File: src/rtl/regfile_param.sv
// rtl/regfile_param.sv - parametrised 2R1W register file with bypass, zero register and clear engine
//
// Purpose: operand register file between decode and the ALU operand latches.
//   Two registered read ports (1-cycle latency), one write port, optional
//   same-cycle write-to-read bypass, optional hardwired-zero entry 0, and a
//   sweep engine that zeroes every entry after reset or on i_clear.
// Ports:
//   i_clk        clock, rising edge
//   i_rst        asynchronous reset, active-high
//   i_clear      request to zero all entries (sampled only when not busy)
//   i_wr_en      write enable
//   i_wr_addr    write address (rd)
//   i_wr_data    write data
//   i_rd_en      read enable; outputs hold when low
//   i_rd_addr_a  read address port A (rs)
//   i_rd_addr_b  read address port B (rt)
//   o_rd_data_a  registered read data port A
//   o_rd_data_b  registered read data port B
//   o_busy       high while the clear sweep runs
module regfile_param #(
  parameter int DATA_W   = 32,
  parameter int ADDR_W   = 5,
  parameter int ZERO_REG = 1,
  parameter int BYPASS   = 1
) (
  input  logic              i_clk,
  input  logic              i_rst,
  input  logic              i_clear,
  input  logic              i_wr_en,
  input  logic [ADDR_W-1:0] i_wr_addr,
  input  logic [DATA_W-1:0] i_wr_data,
  input  logic              i_rd_en,
  input  logic [ADDR_W-1:0] i_rd_addr_a,
  input  logic [ADDR_W-1:0] i_rd_addr_b,
  output logic [DATA_W-1:0] o_rd_data_a,
  output logic [DATA_W-1:0] o_rd_data_b,
  output logic              o_busy
);

  localparam int DEPTH = 2 ** ADDR_W;
  localparam logic [ADDR_W:0] LAST = (ADDR_W + 1)'(DEPTH - 1);

  typedef enum logic {
    S_CLEAR = 1'b0,
    S_READY = 1'b1
  } state_t;

  state_t            r_state;
  state_t            w_state_nxt;
  logic [ADDR_W:0]   r_cnt;
  logic [ADDR_W:0]   w_cnt_nxt;
  logic [DATA_W-1:0] r_mem [DEPTH];
  logic [DATA_W-1:0] r_rd_a;
  logic [DATA_W-1:0] r_rd_b;
  logic              w_ready;
  logic              w_wr_eff;
  logic [DATA_W-1:0] w_val_a;
  logic [DATA_W-1:0] w_val_b;

  assign w_ready = (r_state == S_READY);
  assign o_busy  = ~w_ready;

  // A write only lands when the file is usable, no clear is being accepted
  // on the same edge, and it does not target a hardwired-zero entry 0.
  assign w_wr_eff = w_ready && i_wr_en && !i_clear &&
                    !((ZERO_REG != 0) && (i_wr_addr == '0));

  // Read value resolution: hardwired zero first, then bypass, then array.
  assign w_val_a = ((ZERO_REG != 0) && (i_rd_addr_a == '0)) ? '0 :
                   ((BYPASS != 0) && w_wr_eff && (i_wr_addr == i_rd_addr_a)) ? i_wr_data :
                   r_mem[i_rd_addr_a];
  assign w_val_b = ((ZERO_REG != 0) && (i_rd_addr_b == '0)) ? '0 :
                   ((BYPASS != 0) && w_wr_eff && (i_wr_addr == i_rd_addr_b)) ? i_wr_data :
                   r_mem[i_rd_addr_b];

  always_comb begin
    w_state_nxt = r_state;
    w_cnt_nxt   = r_cnt;
    case (r_state)
      S_CLEAR: begin
        if (r_cnt == LAST) begin
          w_state_nxt = S_READY;
          w_cnt_nxt   = '0;
        end else begin
          w_cnt_nxt = r_cnt + 1'b1;
        end
      end
      S_READY: begin
        if (i_clear) begin
          w_state_nxt = S_CLEAR;
          w_cnt_nxt   = '0;
        end
      end
      default: begin
        w_state_nxt = S_CLEAR;
        w_cnt_nxt   = '0;
      end
    endcase
  end

  always_ff @(posedge i_clk or posedge i_rst) begin
    if (i_rst) begin
      r_state <= S_CLEAR;
      r_cnt   <= '0;
    end else begin
      r_state <= w_state_nxt;
      r_cnt   <= w_cnt_nxt;
    end
  end

  // Array has no reset: the sweep is what defines its contents.
  always_ff @(posedge i_clk) begin
    if (!w_ready) begin
      r_mem[r_cnt[ADDR_W-1:0]] <= '0;
    end else if (w_wr_eff) begin
      r_mem[i_wr_addr] <= i_wr_data;
    end
  end

  always_ff @(posedge i_clk or posedge i_rst) begin
    if (i_rst) begin
      r_rd_a <= '0;
      r_rd_b <= '0;
    end else if (i_rd_en) begin
      r_rd_a <= w_ready ? w_val_a : '0;
      r_rd_b <= w_ready ? w_val_b : '0;
    end
  end

  assign o_rd_data_a = r_rd_a;
  assign o_rd_data_b = r_rd_b;

endmodule

File: config.mk
export PLATFORM = sky130hd
export DESIGN_NAME = regfile_param
export DESIGN_NICKNAME = d
export VERILOG_FILES = /design/src/rtl/regfile_param.sv
export SDC_FILE = /design/constraint.sdc
export NUM_CORES = 1
export LEC_CHECK = 0
export CAP_MARGIN = 20
export CELL_PAD_IN_SITES_DETAIL_PLACEMENT = 0
export CELL_PAD_IN_SITES_GLOBAL_PLACEMENT = 1
export CORE_ASPECT_RATIO = 2
export CORE_MARGIN = 5
export CORE_UTILIZATION = 50
export DETAILED_ROUTE_END_ITERATION = 8
export GPL_ROUTABILITY_DRIVEN = 0
export PLACE_DENSITY_LB_ADDON = 0.1
export RECOVER_POWER = 50
export SYNTH_ARGS = -nofsm -noshare
export SYNTH_HDL_FRONTEND = slang
export SYNTH_SLANG_ARGS = --single-unit
File: constraint.sdc
create_clock -name i_clk -period 4.52 [get_ports i_clk]
set_input_delay 0.678 -clock i_clk [delete_from_list [all_inputs] [get_ports i_clk]]
set_output_delay 0.678 -clock i_clk [all_outputs]
set_load 0.03 [all_outputs]
==> impl_results.md <==
* Outcome: complete, but fails checks
* Failing checks: capacitance limit, slew limit
* XOR/XNOR share of the synthesized area at less than 1%
* DR vias/cell at 7.194
* DR pass1 iterations at 6
* CP max FO at 27
* Core Footprint at 100100 um^2
* Worst Skew at between 20 and 25 ps
* R2R depth at 5
* CTS tree: built
* Post-synth ARST share at under 10%
* Max cap viols at 1
* Synth Area in Compound Gates at 7.567%
* Post-synthesis instance area at roughly 50000 um^2
* CTS H-tree depth at 3
* Crit Path Class: register to register
* Syn Inst Count at 2698
* Largest net degree at the start of global routing at 68
* Routed wire length at 177.7 mm
* Worst setup margin at approximately 560 ps
* CTS max path bufs at 3
* Top cells by area, synth: edfxtp_1 61%, mux4_2 17%, mux2i_1 5.1%
* Fillers at slightly below 8000
* Worst hold path class: register to register
* Most frequent cell after synthesis: edfxtp_1
* Final-report hold violation count at 0
* Netlist cell types at 53
* FF-to-FF Start: r_state
* Sequential-to-total area share from yosys stat at between 60 and 70%
* CTS sink count at 1095
* CP Capture Type: register
* Worst setup SP type: register
* Fmax at 252.6 MHz
* Register bit count reported by yosys at 1095
* Largest family of logic cells by synthesized area: multiplexers
* Final cycle utilization of the critical path at 87.60%
* Vias in the first global route at roughly 32000
* Total Routing Usage GR at 32.44%
* Top_reg_cell synth: edfxtp_1
* Die ar. at approximately 110000 um^2
* Post-synth EDFFs at 1024
* PwrDens at between 400 and 500 nW/um^2
* Adder-Cell Fraction of Synth Area at 0.02480%
* Clk_lat worst skew at roughly 700 ps
* First-pass GRT wire length at roughly 250 mm
* CTS Hold Buffers Added at 0
* P&R area growth vs syn at 14.40%
* Leading area contributor after synthesis: edfxtp_1
* Yosys top cell area share at between 60% and 70%
* Worst Hold Path Cells at 1
* Overall power at roughly 0.025 W
* Place WS at 366.8 ps
* Setup TNS at 0 ps
* Drt drc at 0
* Max rail drop VDD at between 0.2 and 0.3 mV
* CTS clock-pin slew for the worst setup and hold paths at about 70 ps
* Syn Nets at 2751
* Initial antenna violation count at 12
* Hold EP: o_rd_data_b[31]
* Final Max Slew Viols at 35
* Synth Area in Simple Gates at about 1.7%
* Via Count at between 30000 and 40000
* CP required at about 4800 ps
* Root buffer cell: clkbuf_16
* Post-DR wirelength/cell at just over 40 um
* Min cycle time layout at just under 4000 ps
* Post-CTS Setup Bufs at 0
* Mux contribution to synthesized area at between 20% and 30%
* Area of the multi-input gates at between 15000 and 20000 um^2
* Cts bufs inserted at 95
* Crit path DAT at between 4000 and 5000 ps
* Post-layout nets at about 3000
* Layout cells sized above 1 at 29.49%
* Post-DP HPWL at 119.2 mm
* Initial Utilization at 50.38%
* Final core occ at roughly 58%
* Die span in y at about 460 um
* Antenna-violating nets left at 0
* Die width at about 230 um
* Worst r2r dst: r_mem[22][22]
* Worst reg-to-reg setup slack at 560 ps
* Leak at approximately 19 nW
* Min-delay src: o_rd_data_b[31]
* Storage cell area at roughly 33000 um^2
* Cell row count at between 150 and 200
* Slew headroom at -35.38%
* CTS resizes at 0
* Mean Syn Cell Area at around 19 um^2
* Final setup violation count at 0
* RSZ-0062 raised after global routing: no
* Worst-margin pin slew at just over 2000 ps
* DRT iter0 DRCs at about 4000
* # IOs at approximately 120
* Syn. warnings at 0
* Total gr overflow at 0
* Top cells by count, synth: 1024 x edfxtp_1, 384 x mux4_2, 257 x mux2i_1
* IO buf count at about 120
flip-flops by register name, indices dropped and copies added (netlist names):
register     cells
o_rd_data_a     32
r_cnt            6
r_state          1
o_rd_data_b     32
r_mem         1024
layer usage:
| metal | wire length, um | up-vias | GRT usage (%) |
|---|---|---|---|
| met2 | 87710 | 1992 | 53.99 |
| met3 | 16240 | 532 | 6.623 |
| met1 | 60610 | 16380 | 39.52 |
| met4 | 13080 | 6 | 19.04 |
| met5 | 42 | - | 0 |
| li1 | - | 12080 | - |
layout by cell type (no fill, tap or decap), drive strengths merged, types with 3 or more instances in the layout:
master / Yosys / routed
nor2b: 6 / 6
a211o: 40 / 40
a2111oi: 28 / 28
clkdlybuf4s50: 0 / 41
mux2i: 257 / 257
a221oi: 29 / 29
nor4: 14 / 14
a21oi: 42 / 42
dlygate4sd3: 0 / 65
o221ai: 64 / 64
buf: 121 / 194
o31ai: 3 / 3
clkbuf: 112 / 147
o21ai: 29 / 29
xnor2: 9 / 9
or3b: 4 / 4
nand2: 21 / 21
edfxtp: 1024 / 1024
bufinv: 0 / 15
nand3b: 5 / 5
nor2: 39 / 39
mux2: 66 / 66
clkinv: 0 / 38
a221o: 44 / 44
nand3: 11 / 11
nor3: 19 / 19
dfrtp: 71 / 71
o22ai: 63 / 63
inv: 6 / 8
a22o: 45 / 45
mux4: 384 / 384
clkinvlp: 0 / 10
a22oi: 42 / 42
and2: 35 / 35
a211oi: 47 / 47
worst max path at each step:
stage,from,to,slack [ps],cells after the start
CTS,i_wr_addr[0],r_mem[30][28],1120,7
floorplan,i_wr_addr[0],r_mem[0][0],680,6
finish,r_state,r_mem[22][22],560,5
detailed placement,i_wr_addr[0],r_mem[30][4],370,7
global placement,i_rd_addr_a[3],o_rd_data_a[0],370,7
global route,r_state,r_mem[2][18],540,7
through the flow:
| step | cell area (um^2) | hold WS (ps) | instances |
|---|---|---|---|
| global route | 57710 | 530.7 | 4306 |
| global placement | 54360 | 476.7 | 4115 |
| detailed placement | 54500 | 490.6 | 4123 |
| floorplan | 50450 | 444.0 | 2698 |
| CTS | 57800 | 505.4 | 4300 |
| finish | 57710 | 506.7 | 4307 |
power breakdown:
| part | switching [W] | internal [W] | leakage [nW] |
|---|---|---|---|
| Sequential | 0.000482 | 0.0120 | 9.88 |
| Combinational | 0.00234 | 0.00142 | 7.27 |
| Clock | 0.00384 | 0.00493 | 1.60 |
logic make-up (layout without fill, tap and decap cells):
kind of cell | after synthesis | in the layout
AOI/OAI and AO/OA | 486 | 486
xor gates and xnor gates | 10 | 10
adders and majority gates | 1 | 1
buffers and inverters | 239 | 518
DFF | 1095 | 1095
muxes | 707 | 707
other | 0 | 2
and+or+nand+nor | 160 | 160
final cells by class:
type / instances / share of cell area [%]
Tap cell: 1328 / 2.879
Antenna cell: 2 / 0.008672
Clock inverter: 65 / 1.303
Clock buffer: 112 / 4.429
Timing Repair Buffer: 335 / 5.446
Multi-Input combinational cell: 1364 / 29.53
Inverter: 6 / 0.04119
Sequential cell: 1095 / 56.36
critical path, cell delays in order, from the launching register on:
cell,delay (ps)
dfrtp_1,330
clkbuf_1,600
and3b_1,500
o21a_1,510
and2_0,500
clkbuf_1,1080
(Power assumes the default switching activity.)
